$ cat config.mk
export PLATFORM = sky130hd
export DESIGN_NAME = serial_subtractor
export DESIGN_NICKNAME = d
export VERILOG_FILES = /design/src/rtl/serial_sub_pkg.sv /design/src/rtl/serial_subtractor_fs.sv /design/src/rtl/serial_subtractor.sv
export SDC_FILE = /design/constraint.sdc
export NUM_CORES = 1
export LEC_CHECK = 0
export ABC_AREA = 0
export BUFFER_PORTS_ARGS = -buffer_cell sky130_fd_sc_hd__buf_2
export CAP_MARGIN = 20
export CORE_MARGIN = 2
export CORE_UTILIZATION = 55
export CTS_CLUSTER_DIAMETER = 200
export DETAILED_ROUTE_END_ITERATION = 6
export PLACE_DENSITY = 0.83
export SLEW_MARGIN = 20
export SYNTH_ARGS = -nofsm -noshare
export SYNTH_HDL_FRONTEND = slang
export SYNTH_SLANG_ARGS = --single-unit
$ cat constraint.sdc
create_clock -name clk -period 2.4 [get_ports clk]
set_clock_uncertainty 0.2 [all_clocks]
set_input_delay 0.12 -clock clk [delete_from_list [all_inputs] [get_ports clk]]
set_output_delay 0.12 -clock clk [all_outputs]
set_load 0.01 [all_outputs]
$ cat src/rtl/serial_sub_pkg.sv
// serial_sub_pkg: shared FSM state encoding for the serial subtractor
package serial_sub_pkg;
  typedef enum logic [1:0] {
    IDLE  = 2'd0,
    SHIFT = 2'd1,
    DONE  = 2'd2
  } sub_state_e;
endpackage

$ cat src/rtl/serial_subtractor_fs.sv
// fs_behavioral: combinational 1-bit full subtractor
module fs_behavioral (
  input  logic a,
  input  logic b,
  input  logic bi,
  output logic d,
  output logic bo
);
  assign d  = a ^ b ^ bi;
  assign bo = (~a & b) | (~(a ^ b) & bi);
endmodule

$ cat src/rtl/serial_subtractor.sv
// serial_subtractor: bit-serial a - b - bi, LSB first, one bit per cycle.
// Define SERIAL_SUB_OVF_EN to add the signed-overflow output ovf.
module serial_subtractor
  import serial_sub_pkg::*;
#(
  parameter int WIDTH = 8
) (
  input  logic             clk,
  input  logic             clrn,
  input  logic             in_valid,
  output logic             in_ready,
  input  logic [WIDTH-1:0] a,
  input  logic [WIDTH-1:0] b,
  input  logic             bi,
  output logic             out_valid,
  input  logic             out_ready,
  output logic [WIDTH-1:0] d,
`ifdef SERIAL_SUB_OVF_EN
  output logic             ovf,
`endif
  output logic             bo
);
  localparam int CW = $clog2(WIDTH);
  sub_state_e       state_q, state_d;
  logic [WIDTH-1:0] a_q, a_d, b_q, b_d, res_q, res_d, dif_q, dif_d;
  logic [CW-1:0]    cnt_q, cnt_d;
  logic             brw_q, brw_d, bo_q, bo_d;
  logic             fs_d, fs_bo, last;
`ifdef SERIAL_SUB_OVF_EN
  logic             ovf_q, ovf_d;
  assign ovf = ovf_q;
`endif
  fs_behavioral u_fs (
    .a  (a_q[0]),
    .b  (b_q[0]),
    .bi (brw_q),
    .d  (fs_d),
    .bo (fs_bo)
  );
  assign last      = cnt_q == CW'(WIDTH - 1);
  assign in_ready  = state_q == IDLE;
  assign out_valid = state_q == DONE;
  assign d         = dif_q;
  assign bo        = bo_q;
  always_comb begin
    state_d = state_q;
    a_d     = a_q;
    b_d     = b_q;
    res_d   = res_q;
    dif_d   = dif_q;
    cnt_d   = cnt_q;
    brw_d   = brw_q;
    bo_d    = bo_q;
`ifdef SERIAL_SUB_OVF_EN
    ovf_d   = ovf_q;
`endif
    case (state_q)
      IDLE: if (in_valid) begin
        state_d = SHIFT;
        a_d     = a;
        b_d     = b;
        brw_d   = bi;
        cnt_d   = '0;
      end
      SHIFT: begin
        a_d   = a_q >> 1;
        b_d   = b_q >> 1;
        brw_d = fs_bo;
        res_d = {fs_d, res_q[WIDTH-1:1]};
        cnt_d = last ? cnt_q : cnt_q + 1'b1;
        // Publish the result only when complete so d/bo hold the previous answer meanwhile.
        if (last) begin
          state_d = DONE;
          dif_d   = {fs_d, res_q[WIDTH-1:1]};
          bo_d    = fs_bo;
`ifdef SERIAL_SUB_OVF_EN
          ovf_d   = brw_q ^ fs_bo;
`endif
        end
      end
      DONE: state_d = out_ready ? IDLE : DONE;
      default: state_d = IDLE;
    endcase
  end
  always_ff @(posedge clk or negedge clrn) begin
    if (!clrn) begin
      state_q <= IDLE;
      a_q     <= '0;
      b_q     <= '0;
      res_q   <= '0;
      dif_q   <= '0;
      cnt_q   <= '0;
      brw_q   <= 1'b0;
      bo_q    <= 1'b0;
`ifdef SERIAL_SUB_OVF_EN
      ovf_q   <= 1'b0;
`endif
    end else begin
      state_q <= state_d;
      a_q     <= a_d;
      b_q     <= b_d;
      res_q   <= res_d;
      dif_q   <= dif_d;
      cnt_q   <= cnt_d;
      brw_q   <= brw_d;
      bo_q    <= bo_d;
`ifdef SERIAL_SUB_OVF_EN
      ovf_q   <= ovf_d;
`endif
    end
  end
endmodule

==> results of run 1 <==
[cells by family after synthesis]
logic type               share of synthesized area (%)
AO/OA/AOI/OAI                                     11.9
adder cells (fa/ha/maj)                           2.42
buffers and inverters                             7.73
flip-flops                                        51.1
multiplexers                                      11.2
AND/OR/NAND/NOR                                   15.7
[worst max-delay path, cell delays in order, from the launching register on]
cell and delay [ns]:
dfrtp_1 0.41, ha_1 0.16, ha_1 0.23, nand3b_1 0.48, mux2_4 0.47
[cell type report]
class / instances / area share [%]
Clock inverter: 2 / 0.551
Sequential cell: 38 / 41.9
Inverter: 16 / 2.65
Multi-Input combinational cell: 82 / 33.8
Clock buffer: 6 / 2.26
Timing Repair Buffer: 53 / 16.3
Tap cell: 46 / 2.54
[report_power, final]
group	switching (W)	internal [W]	leakage, nW
registers	0.000178	0.000944	0.453
logic	0.000525	0.000584	0.586
clock network	0.000213	0.000141	0.0343
[Yosys cell counts]
library cell,n
mux2_4,8
nor4b_1,10
o221ai_1,2
nand3b_1,1
o21ba_2,1
o21ai_0,1
or4b_1,3
a211oi_2,1
mux2i_1,1
nor2_2,1
nand3_1,2
o21bai_4,1
ha_1,2
a222oi_1,3
inv_1,16
a221o_1,1
mux2_2,7
buf_6,4
buf_2,4
nor2b_1,4
dfrtp_1,38
a211o_1,1
a211oi_1,8
buf_4,2
nand2b_1,6
clkbuf_1,1
and2_1,1
a32o_1,1
fa_1,1
o221a_2,3
nor3b_1,10
a21oi_1,1
and3_1,1
[per-stage QoR]
step	hold WS (ns)	power (W)	utilization [%]	instances
after floorplan	-0.376	0.00196	-	147
after global placement	0.0500	0.00213	61.1	215
after detailed placement	0.0636	0.00222	61.1	215
after CTS	0.217	0.00260	69.1	243
after global routing	0.237	0.00278	69.1	243
final	0.184	0.00259	69.1	243
[repair_timing]
| item | in CTS | in global routing |
|---|---|---|
| setup endpoints to repair | 0 | 0 |
| hold buffers | 20 | 0 |
| hold endpoints to repair | 57 | 0 |
[metal layers]
layer / up-vias / track usage, %
met1: 696 / 24.9
met2: 33 / 37.4
li1: 637 / -
met4: 0 / 7.78
met3: 8 / 6.88
met5: - / 0
[flip-flops by register name (all words and copies together), names as in the netlist]
signal / cells
brw_q: 1
b_q: 8
cnt_q: 3
bo: 1
a_q: 8
state_q: 2
d: 8
res_q: 7
[worst min path at each step]
stage               startpoint     end  slack [ns]  cells after the start
floorplan                 clrn  a_q[0]       -0.38                      0
detailed placement        clrn    d[0]        0.06                      1
CTS                       clrn    d[4]        0.22                      2
global route              clrn    d[0]        0.24                      2
finish                    clrn    d[0]        0.18                      2
global placement          clrn    d[0]        0.05                      1
==> metrics, run 1 <==
max-cap viol count=0; Setup CP Type=register to register; Worst R2R Setup Slack=0.35 ns; worst r2r path cells=4; R2R Path End=d[3]; largest cells by area after synthesis=dfrtp_1 51%, mux2_4 6.5%, nor4b_1 4.7%; # rows=21; Sequential Area=951 um^2; Ant. Diodes=0; die height=62.2 um; clock latency on the worst-skew pair=0.35 ns; Ports=32; Yosys cell types=33; fmax=487 MHz; wire length on met2=1.96 mm; Initial Utilization=56.7%; most frequent cells in the layout=38 x dfrtp_1, 31 x buf_2, 20 x dlygate4sd3_1, 16 x inv_1; Worst slew margin=45.1%; R2R Path Start=cnt_q[0]; Syn Nets=171; Mean Syn Cell Area=12.7 um^2; Routed Antenna Nets=0; wire length per cell=15.5 um; TritonCTS clock tree=yes; Final Hold Fails=0; clk sinks=38; clk slew on worst S/H paths=0.12 ns; CTS buffer count=5; area of the multi-input gates=767 um^2; Fill cells=228; clk buf depth=2; via count=1374; Startpoint Class=register; Nets=220; area grow syn2layout=21.9%; register area share after synthesis=51.1%; Synth Cell Area=1860 um^2; DP Worst Slack=0.282 ns; postcts setup bufs=0; cell taking the most area after synthesis=dfrtp_1; Die ar.=3870 um^2; # DRC=0; worst-margin pin slew=0.824 ns; PwrDens=1140 nW/um^2; Met1 Wirelength=1.61 mm; routed vias/inst=5.65; leakage=1.07 nW; CP startpoint=cnt_q[0]; CP endpoint=d[3]; outcome=complete, no violations; Setup crit end kind=register; Die X-Extent=62.2 um; commonest non-fill, non-tap cell in the layout=dfrtp_1; hpwl dp=2.40 mm; met3 wire length=135 um; # setup viols final=0; initial antenna violation count=0; Detailed Routing Iterations Pass 1=4; synthesized instance count=147; core area=3280 um^2; Peak supply drop=0.000526 V; total track usage=21.5%; final setup margin=0.345 ns; RSZ-0062 raised after global routing=no; I/O Buffers=31; Top Metal Used=met4; Slew Limit Fails=0; post-place instance area=2010 um^2; post_cts resized=0; first-pass GRT wire length=6.49 mm; post-route minimum period=2.05 ns; crit path DAT=2.10 ns; CTS Root Cell=clkbuf_4; global route total overflow=0; total negative slack=0 ns; Yosys reg bits=38; worst-path fanout max=10; H-tree depth reported by CTS=2; fin area=2270 um^2; Critical Path RT=2.44 ns; initial DRC count=53; vias in the first global route=1432; share of cells above drive strength 1=32.0%; hold crit path type=input port to async pin; Syn. warnings=0; GP Congestion=0.796; pin count of the biggest net entering global routing=39; Routed WL=3.76 mm; Synth top area share=51.1%; fin crit share=85.6%
Note: power is estimated with default switching activity, not from simulation.
==> inputs of run 2 (changes only) <==
--- a/config.mk
+++ b/config.mk
@@ -13,6 +13,7 @@
 export CTS_CLUSTER_DIAMETER = 200
 export DETAILED_ROUTE_END_ITERATION = 6
 export PLACE_DENSITY = 0.83
+export REMOVE_ABC_BUFFERS = 1
 export SLEW_MARGIN = 20
 export SYNTH_ARGS = -nofsm -noshare
 export SYNTH_HDL_FRONTEND = slang
==> metrics, run 2 (synthesis gave the netlist of run 1 again) <==
I/O Buffers=31; Int Pwr=0.00176 W; Fill cells=247; power share of the combinational group=41.6%; leakage=1.09 nW; vias in the first global route=1420; routed vias/inst=5.58; Ports=32; area of the multi-input gates=767 um^2; post-route minimum period=2.07 ns; Peak supply drop=0.000539 V; wire length per cell=15.3 um; total power=0.00267 W; max-cap viol count=0; first-pass GRT wire length=6.53 mm; share of cells above drive strength 1=32.7%; worst-margin pin slew=0.843 ns; clock share of power=15.9%; # DRC=0; Worst slew margin=43.8%; Die ar.=3870 um^2; # setup viols final=0; hpwl dp=2.43 mm; Setup crit end kind=register; worst-path fanout max=10; Routed Antenna Nets=0; hold crit path type=input port to async pin; CTS buffer count=5; TritonCTS clock tree=yes; via count=1368; clk sinks=38; Startpoint Class=register; Slew Limit Fails=0; fin crit share=86.4%; Setup CP Type=register to register; crit path DAT=2.11 ns; core area=3280 um^2; RSZ-0062 raised after global routing=no; Sw Share=34.2%; most frequent cells in the layout=38 x dfrtp_1, 31 x buf_2, 20 x dlygate4sd3_1, 16 x inv_1; outcome=complete, no violations; P_sw=0.000912 W; post_cts resized=0; Ant. Diodes=0; clk buf depth=2; fmax=482 MHz; Initial Utilization=56.7%; sequential fraction of design power=42.5%; initial antenna violation count=0; Die X-Extent=62.2 um; total negative slack=0 ns; clk slew on worst S/H paths=0.11 ns; Sequential Area=951 um^2; area grow syn2layout=23.5%; H-tree depth reported by CTS=2; CTS Root Cell=clkbuf_4; Final Hold Fails=0; PwrDens=1160 nW/um^2; clock latency on the worst-skew pair=0.35 ns; total track usage=22.0%; # rows=21; pin count of the biggest net entering global routing=39; Critical Path RT=2.44 ns; Detailed Routing Iterations Pass 1=5; commonest non-fill, non-tap cell in the layout=dfrtp_1; global route total overflow=0; initial DRC count=84; die height=62.2 um; Nets=222; Routed WL=3.74 mm; GP Congestion=0.797
run 2: final timing paths:
kind / end / start / cells after the start / slack [ns]
min in group clk: state_q[1] / out_ready / 3 / 0.32
worst min-delay path: res_q[4] / clrn / 2 / 0.21
worst max register to register: d[0] / cnt_q[0] / 4 / 0.33
max in group asynchronous: brw_q / clrn / 2 / 1.26
worst max-delay path: d[0] / cnt_q[0] / 4 / 0.33
worst min register to register: d[3] / d[3] / 1 / 0.32
run 2: critical path, stage by stage (launching register included):
cell,delay (ns)
dfrtp_1,0.40
ha_1,0.16
ha_1,0.24
nand3b_1,0.49
mux2_4,0.48
run 2: area by class of cell:
cell class	instances	share of cell area, %
Clock inverter	3	1.74
Tap cell	46	2.50
Clock buffer	5	1.63
Timing Repair Buffer	55	16.8
Inverter	16	2.61
Sequential cell	38	41.4
Multi-Input combinational cell	82	33.4
run 2: repair_timing:
action,CTS,global route
setup buffers,0,0
setup endpoints to repair,0,0
hold endpoints to repair,57,0
hold buffers,20,0
run 2: per-stage QoR:
| step | cell area [um^2] | setup WS [ns] | hold WS [ns] | std cells | utilization, % |
|---|---|---|---|---|---|
| after global placement | 2020 | 0.442 | 0.0536 | 217 | 61.5 |
| final | 2300 | 0.326 | 0.208 | 245 | 70.0 |
| after global routing | 2300 | 0.219 | 0.255 | 245 | 70.0 |
| after detailed placement | 2020 | 0.337 | 0.0677 | 217 | 61.5 |
| after CTS | 2300 | 0.308 | 0.215 | 245 | 70.0 |
| after floorplan | 1780 | 0.328 | -0.376 | 136 | - |
run 2: per-layer routing:
metal  vias to the layer above  GRT usage, %  part of all wire (%)
met4                         0          10.8                   1.9
met1                       682          24.9                    41
met3                         8          5.25                   4.2
met5                         -             0                     0
met2                        37          39.0                    53
li1                        641             -                     -
run 2: power groups by stage:
| stage | sequential, W | clock, W | combinational [W] |
|---|---|---|---|
| after CTS | 0.00113 | 0.000438 | 0.00111 |
| after global placement | 0.00112 | 0 | 0.00103 |
| final | 0.00113 | 0.000426 | 0.00111 |
| after floorplan | 0.00118 | 0 | 0.000710 |
| after global routing | 0.00118 | 0.000475 | 0.00122 |
| after detailed placement | 0.00115 | 0 | 0.00108 |
